`config.mk`:
```
export PLATFORM = sky130hd
export DESIGN_NAME = modulo_objetivo_lineas_flat
export DESIGN_NICKNAME = d
export VERILOG_FILES = /design/src/rtl/modulo_objetivo_lineas_pkg.sv /design/src/rtl/modulo_objetivo_lineas_if.sv /design/src/rtl/modulo_objetivo_lineas_watchdog.sv /design/src/rtl/modulo_objetivo_lineas.sv /design/src/flat_wrapper.sv
export SDC_FILE = /design/constraint.sdc
export NUM_CORES = 1
export LEC_CHECK = 0
export ABC_AREA = 1
export CAP_MARGIN = 20
export CORE_MARGIN = 2
export CORE_UTILIZATION = 50
export CTS_CLUSTER_SIZE = 16
export DETAILED_ROUTE_END_ITERATION = 7
export PLACE_DENSITY = 0.77
export SYNTH_ARGS = -nofsm -noshare
export SYNTH_HDL_FRONTEND = slang
export SYNTH_SLANG_ARGS = --single-unit
```
`constraint.sdc`:
```
create_clock -name clock -period 4.2 [get_ports clock]
set_input_delay 0.63 -clock clock [delete_from_list [all_inputs] [get_ports clock]]
set_output_delay 0.63 -clock clock [all_outputs]
set_load 0.03 [all_outputs]
```
`src/rtl/modulo_objetivo_lineas_pkg.sv`:
```
// Shared definitions for the line-target navigation stage: state encoding,
// count width, default watchdog timeout and the modulo-256 progress helper.
package modulo_objetivo_lineas_pkg;

   localparam int ANCHO_CONTEO       = 8;
   localparam int TIMEOUT_CICLOS_DEF = 50_000_000;

   typedef enum logic [1:0] {
      IDLE      = 2'd0,
      AVANZANDO = 2'd1,
      LLEGADO   = 2'd2,
      ERROR     = 2'd3
   } estado_t;

   // Unsigned wrap makes a 255->0 crossing count as one line of progress.
   function automatic logic [ANCHO_CONTEO-1:0] progreso(
      input logic [ANCHO_CONTEO-1:0] conteo,
      input logic [ANCHO_CONTEO-1:0] base
   );
      return conteo - base;
   endfunction

endpackage

```
`src/rtl/modulo_objetivo_lineas_if.sv`:
```
// Command channel from the NIOS side: "advance N lines" over valid/ready.
interface modulo_objetivo_lineas_if;
   import modulo_objetivo_lineas_pkg::*;

   logic                    cmdValid;
   logic [ANCHO_CONTEO-1:0] cmdObjetivo;
   logic                    cmdReady;

   modport master (output cmdValid, output cmdObjetivo, input cmdReady);
   modport slave  (input cmdValid, input cmdObjetivo, output cmdReady);

endinterface

```
`src/rtl/modulo_objetivo_lineas_watchdog.sv`:
```
// Stall watchdog: counts cycles without a line-count change while the robot
// is advancing and flags expiry once TIMEOUT_CICLOS is reached.
module modulo_watchdog_lineas
   import modulo_objetivo_lineas_pkg::*;
#(
   parameter int TIMEOUT_CICLOS = TIMEOUT_CICLOS_DEF
) (
   input  logic clock,
   input  logic reset,
   input  logic activo,
   input  logic cambio,
   output logic expirado
);

   localparam int ANCHO = (TIMEOUT_CICLOS < 1) ? 1 : $clog2(TIMEOUT_CICLOS + 1);
   localparam logic [ANCHO-1:0] LIMITE = ANCHO'(TIMEOUT_CICLOS);
   localparam logic [ANCHO-1:0] UNO    = ANCHO'(1);

   logic [ANCHO-1:0] cuenta_r;

   // Idle cycle counter; held at zero outside AVANZANDO so entry starts clean
   always_ff @(posedge clock) begin
      if (reset) begin
         cuenta_r <= {ANCHO{1'b0}};
      end else if (!activo || cambio) begin
         cuenta_r <= {ANCHO{1'b0}};
      end else if (cuenta_r != LIMITE) begin
         cuenta_r <= cuenta_r + UNO;
      end else begin
         cuenta_r <= cuenta_r;
      end
   end

   assign expirado = (cuenta_r == LIMITE);

endmodule

```
`src/rtl/modulo_objetivo_lineas.sv`:
```
// Line-target navigation stage: drives the motor until N new line crossings
// are seen. The stall watchdog is compiled in with OBJETIVO_WATCHDOG_EN.
module modulo_objetivo_lineas
   import modulo_objetivo_lineas_pkg::*;
#(
   parameter int TIMEOUT_CICLOS = TIMEOUT_CICLOS_DEF
) (
   input  logic                    clock,
   input  logic                    reset,
   input  logic [ANCHO_CONTEO-1:0] conteo,
   modulo_objetivo_lineas_if.slave cmd,
   output logic                    avanzar,
   output logic                    done,
   output logic                    error,
   output logic [ANCHO_CONTEO-1:0] restantes
);

   estado_t                 estado_r, estado_sig_s;
   logic [ANCHO_CONTEO-1:0] base_r, base_sig_s;
   logic [ANCHO_CONTEO-1:0] objetivo_r, objetivo_sig_s;
   logic [ANCHO_CONTEO-1:0] restantes_r, restantes_sig_s;
   logic                    cmd_ready_r, avanzar_r, done_r;
   logic                    aceptar_s, cambio_s, expirado_s;

   assign aceptar_s = cmd.cmdValid && cmd_ready_r;

   // Next-state, command capture and next value of the remaining-lines output
   always_comb begin
      estado_sig_s    = estado_r;
      base_sig_s      = base_r;
      objetivo_sig_s  = objetivo_r;
      restantes_sig_s = 8'd0;
      case (estado_r)
         IDLE, ERROR: begin
            if (aceptar_s) begin
               base_sig_s     = conteo;
               objetivo_sig_s = cmd.cmdObjetivo;
               estado_sig_s   = (cmd.cmdObjetivo == 8'd0) ? LLEGADO : AVANZANDO;
            end else begin
               estado_sig_s = estado_r;
            end
         end
         AVANZANDO: begin
            // Completion wins over a simultaneous watchdog expiry
            if (progreso(conteo, base_r) == objetivo_r) begin
               estado_sig_s = LLEGADO;
            end else if (expirado_s && !cambio_s) begin
               estado_sig_s = ERROR;
            end else begin
               estado_sig_s = AVANZANDO;
            end
         end
         LLEGADO: estado_sig_s = IDLE;
         default: estado_sig_s = IDLE;
      endcase
      if (estado_sig_s == AVANZANDO) begin
         restantes_sig_s = objetivo_sig_s - progreso(conteo, base_sig_s);
      end else begin
         restantes_sig_s = 8'd0;
      end
   end

   // State and output registers; outputs are decoded from the next state
   always_ff @(posedge clock) begin
      if (reset) begin
         estado_r    <= IDLE;
         base_r      <= 8'd0;
         objetivo_r  <= 8'd0;
         restantes_r <= 8'd0;
         cmd_ready_r <= 1'b1;
         avanzar_r   <= 1'b0;
         done_r      <= 1'b0;
      end else begin
         estado_r    <= estado_sig_s;
         base_r      <= base_sig_s;
         objetivo_r  <= objetivo_sig_s;
         restantes_r <= restantes_sig_s;
         cmd_ready_r <= (estado_sig_s == IDLE) || (estado_sig_s == ERROR);
         avanzar_r   <= (estado_sig_s == AVANZANDO);
         done_r      <= (estado_sig_s == LLEGADO);
      end
   end

   assign cmd.cmdReady = cmd_ready_r;
   assign avanzar      = avanzar_r;
   assign done         = done_r;
   assign restantes    = restantes_r;

`ifdef OBJETIVO_WATCHDOG_EN
   logic [ANCHO_CONTEO-1:0] conteo_prev_r;
   logic                    error_r;
   logic                    activo_s;

   // Previous count, used to detect a line crossing in the current cycle
   always_ff @(posedge clock) begin
      if (reset) begin
         conteo_prev_r <= 8'd0;
      end else begin
         conteo_prev_r <= conteo;
      end
   end

   assign activo_s = (estado_r == AVANZANDO);
   assign cambio_s = (conteo != conteo_prev_r);

   modulo_watchdog_lineas #(
      .TIMEOUT_CICLOS(TIMEOUT_CICLOS)
   ) u_watchdog (
      .clock   (clock),
      .reset   (reset),
      .activo  (activo_s),
      .cambio  (cambio_s),
      .expirado(expirado_s)
   );

   // Sticky stall flag, cleared only by accepting a new command
   always_ff @(posedge clock) begin
      if (reset) begin
         error_r <= 1'b0;
      end else begin
         error_r <= (estado_sig_s == ERROR);
      end
   end

   assign error = error_r;
`else
   assign cambio_s   = 1'b0;
   assign expirado_s = 1'b0;
   assign error      = 1'b0;
`endif

endmodule

```
`src/flat_wrapper.sv`:
```
// flat-port wrapper written by rule: the top's interface ports become plain ports
module modulo_objetivo_lineas_flat import modulo_objetivo_lineas_pkg::*;
#(
   parameter int TIMEOUT_CICLOS = TIMEOUT_CICLOS_DEF
)
  (clock, reset, conteo, avanzar, done, error, restantes, cmd_cmdValid, cmd_cmdObjetivo, cmd_cmdReady);
  modulo_objetivo_lineas_if cmd_i ();
  input  logic clock;
  input  logic reset;
  input  logic [ANCHO_CONTEO-1:0] conteo;
  output logic avanzar;
  output logic done;
  output logic error;
  output logic [ANCHO_CONTEO-1:0] restantes;
  input wire logic [$bits(cmd_i.cmdValid)-1:0] cmd_cmdValid;
  input wire logic [$bits(cmd_i.cmdObjetivo)-1:0] cmd_cmdObjetivo;
  output wire logic [$bits(cmd_i.cmdReady)-1:0] cmd_cmdReady;
  assign cmd_i.cmdValid = cmd_cmdValid;
  assign cmd_i.cmdObjetivo = cmd_cmdObjetivo;
  assign cmd_cmdReady = cmd_i.cmdReady;
  modulo_objetivo_lineas #(.TIMEOUT_CICLOS(TIMEOUT_CICLOS)) u_core (.clock(clock), .reset(reset), .conteo(conteo), .cmd(cmd_i), .avanzar(avanzar), .done(done), .error(error), .restantes(restantes));
endmodule
```
==> qor.csv <==
stage,metric,value,unit
run_status,run_status,finished clean,
synth,yosysWarnings,0,
route,totalWireLength,4717,um
sta,final.period_utilization,85.71,%
synth,synth_sequential_area_ratio,26.23,%
route,via_per_inst,4.948,
floorplan,dieArea,0.004975,mm^2
clock_tree,cts_repair_resize_count,0,
final_layout,fin_area,0.002613,mm^2
power,netSwitchingPower,506.1,uW
clock_tree,cts_hold_repair.buffers,0,
synth,postSynthAreaPerCell,6.810,um^2
placement,hpwl_after_detailed_placement,3826,um
floorplan,die_w,70.54,um
sta,clock_skew,0.004374,ns
setup_path,crit-reg2reg-launch,u_core.estado_r[1],
clock_tree,cts.repair_timing.setup_buffer_count,0,
power,cellInternalPower,693.3,uW
placement,place_congestion,0.8877,
sta,slew_headroom,50.51,%
min_path,min_from,u_core.objetivo_r[7],
sta,tns,0,ns
grt,grt_overflow_total,0,
power,power_frac_seq,28.2,%
setup_path,crit_required,4.41,ns
clock_tree,cts_tree,built,
placement,place_ws,0.3836,ns
sta,timing.final.setup_violations,0,
synth,syn_nets,371,
route,drt_pass_1_iters,4,
min_path,hold_path_class,reg2reg,
power,power.density_cell_area,459.1,mW/mm^2
setup_path,worstSetupEndpointType,register,
final_layout,insertedDiodeCount,0,
final_layout,top_library_cells_by_usage_in_the_layout_fill_and_taps_aside,"sky130_fd_sc_hd__inv_1, sky130_fd_sc_hd__nand2_1, sky130_fd_sc_hd__clkdlybuf4s50_1, sky130_fd_sc_hd__dfxtp_1, sky130_fd_sc_hd__a21oi_1",
final_layout,final_net_count,399,
grt,vias_in_the_first_global_route,1858,
sta,final_critical_path_setup_slack,0.6000,ns
power,leakage,0.001383,uW
sta,worst_pin_slew,0.7400,ns
power,netSwitchingFraction,42.20,%
synth,synth.ff_latch_count,29,
floorplan,coreArea,0.004294,mm^2
power,power_frac_clock,19.4,%
power,totalPowerFinal,1199,uW
route,detailroute.via_count,2004,
floorplan,floorplan.initialDensity,51.54,%
sta,fmax,277.8,MHz
clock_tree,sink_count,29,
grt,grt_antenna_before_repair,0,
sta,timing.final.max_slew_violations,0,
final_layout,final_core_util,60.84,%
placement,port_buffers,29,
final_layout,layout-area-overhead-vs-synth,18.03,%
final_layout,fillCellCount,415,
placement,place_area,0.002526,mm^2
route,dr.first_iter.drc_count,129,
final_layout,final_common_cell,sky130_fd_sc_hd__inv_1,
floorplan,die_y,70.54,um
clock_tree,clock_tree.buffer_depth,2,
grt,grt_start_max_net_pins,36,
clock_tree,cts-buffers-inserted,5,
setup_path,crit_type,in2reg,
floorplan,ios,31,
grt,grt_pass1_wl,8162,um
power,comb_power_share,52.4,%
clock_tree,cts.htree.levels,2,
clock_tree,clk-insertion-delay-late,0.28,ns
route,ant_nets,0,
route,wl_per_cell,11.65,um
setup_path,timing.critical_path.arrival,3.81,ns
floorplan,placement_rows,24,
clock_tree,cts_root_buffer,sky130_fd_sc_hd__clkbuf_8,
setup_path,crit_start,cmd_cmdValid,
synth,netlist_instances,325,
synth,cell_variety_after_synth,31,
sta,grt_setup_unrepaired,false,
flow_run,max_cap_violations,0,
final_layout,final_layout_size_suffix_gt1_share,6.232,%
sta,finalHoldViolations,0,
power,power.ir.vdd_worst,447.0,uV
grt,grt_use_total,20.40,%
route,remaining_drc_errors,0,
sta,min_clock_period_post_route,3.600,ns
synth,mappedNetlistArea,0.002213,mm^2
setup_path,crit_fanout,35,
clock_tree,cts.reportedPaths.clkPinSlew,0.06,ns
setup_path,crit_path_launch_type,input port,
-- path summary, 6_finish.rpt --
check                         endpoint  slack, ns  depth (start not counted)
setup / recovery   u_core.restantes[5]       0.60                         14
hold / removal    u_core.objetivo_r[7]       0.51                          2
setup reg to reg   u_core.restantes[5]       0.78                         15
hold reg to reg   u_core.objetivo_r[7]       0.51                          2
-- registers in the layout (all words and copies together) (netlist names) --
| name | cells |
|---|---|
| u_core.objetivo_r | 8 |
| u_core.estado_r | 2 |
| u_core.avanzar | 1 |
| u_core.base_r | 8 |
| u_core.done | 1 |
| u_core.restantes | 8 |
| u_core.cmd.cmdReady | 1 |
-- per-stage QoR --
| step | std cells | hold WS [ns] |
|---|---|---|
| 6_report | 405 | 0.5059 |
| 5_1_grt | 405 | 0.5609 |
| 4_1_cts | 405 | 0.5087 |
| 3_5_place_dp | 398 | 0.4991 |
| 3_3_place_gp | 398 | 0.4942 |
| 2_1_floorplan | 325 | 0.4410 |
-- cells by family after synthesis --
logic type | after synthesis | synth area share, %
adders and majority gates | 27 | 17.98
xor gates and xnor gates | 4 | 1.583
buffers and inverters | 88 | 15.49
other | 1 | 0.1694
and+or+nand+nor | 121 | 23.86
AOI/OAI and AO/OA | 55 | 14.70
DFF | 29 | 26.23
-- power groups by stage --
stage | sequential, uW | clock [uW] | combinational (uW)
after global routing | 342 | 247 | 723
after CTS | 338 | 233 | 630
after global placement | 343 | 0 | 608
after floorplan | 390 | 0 | 421
after detailed placement | 343 | 0 | 621
final | 338 | 232 | 629
-- synthesized netlist by cell type, drive strengths merged --
master | n | area share, %
a41oi | 1 | 0.40
fa | 8 | 7.2
o221ai | 1 | 0.40
inv | 80 | 14
nand2 | 76 | 13
nor2 | 17 | 3.8
buf | 4 | 1.2
a211oi | 13 | 4.4
conb | 1 | 0.17
a21oi | 28 | 6.5
dfxtp | 29 | 26
xnor2 | 2 | 0.79
xor2 | 2 | 0.79
ha | 19 | 11
o22ai | 1 | 0.28
a31oi | 1 | 0.28
nand3 | 18 | 4.1
nand4 | 4 | 1.1
o21ai | 10 | 2.4
clkbuf | 4 | 0.68
or2 | 6 | 1.7
-- per-layer routing --
metal / vias up / wire length [um] / track usage (%)
met3: 5 / 163 / 3.419
met5: - / 0 / 0
met4: 0 / 64 / 6.289
met1: 901 / 2273 / 27.24
met2: 34 / 2215 / 34.07
li1: 1064 / - / -
-- layout make-up --
class / count / area, um^2 / area share, %
Inverter: 80 / 300.3 / 11.49
Timing Repair Buffer: 29 / 290.3 / 11.11
Multi-Input combinational cell: 208 / 1290 / 49.38
Clock buffer: 7 / 86.33 / 3.305
Tap cell: 52 / 65.06 / 2.490
Sequential cell: 29 / 580.6 / 22.22
-- worst max-delay path, cell delays in order --
cell                              delay (ns)
sky130_fd_sc_hd__clkdlybuf4s50_1        0.45
sky130_fd_sc_hd__nand2_1                0.14
sky130_fd_sc_hd__nor2_8                 0.37
sky130_fd_sc_hd__inv_2                  0.19
sky130_fd_sc_hd__nand2_1                0.10
sky130_fd_sc_hd__inv_1                  0.05
sky130_fd_sc_hd__a21oi_1                0.16
sky130_fd_sc_hd__fa_1                   0.45
sky130_fd_sc_hd__ha_1                   0.37
sky130_fd_sc_hd__a21oi_1                0.23
sky130_fd_sc_hd__o21ai_0                0.12
sky130_fd_sc_hd__a41oi_1                0.25
sky130_fd_sc_hd__o21ai_0                0.14
sky130_fd_sc_hd__a21oi_1                0.14
No activity file was read; power rests on OpenSTA's default activity.
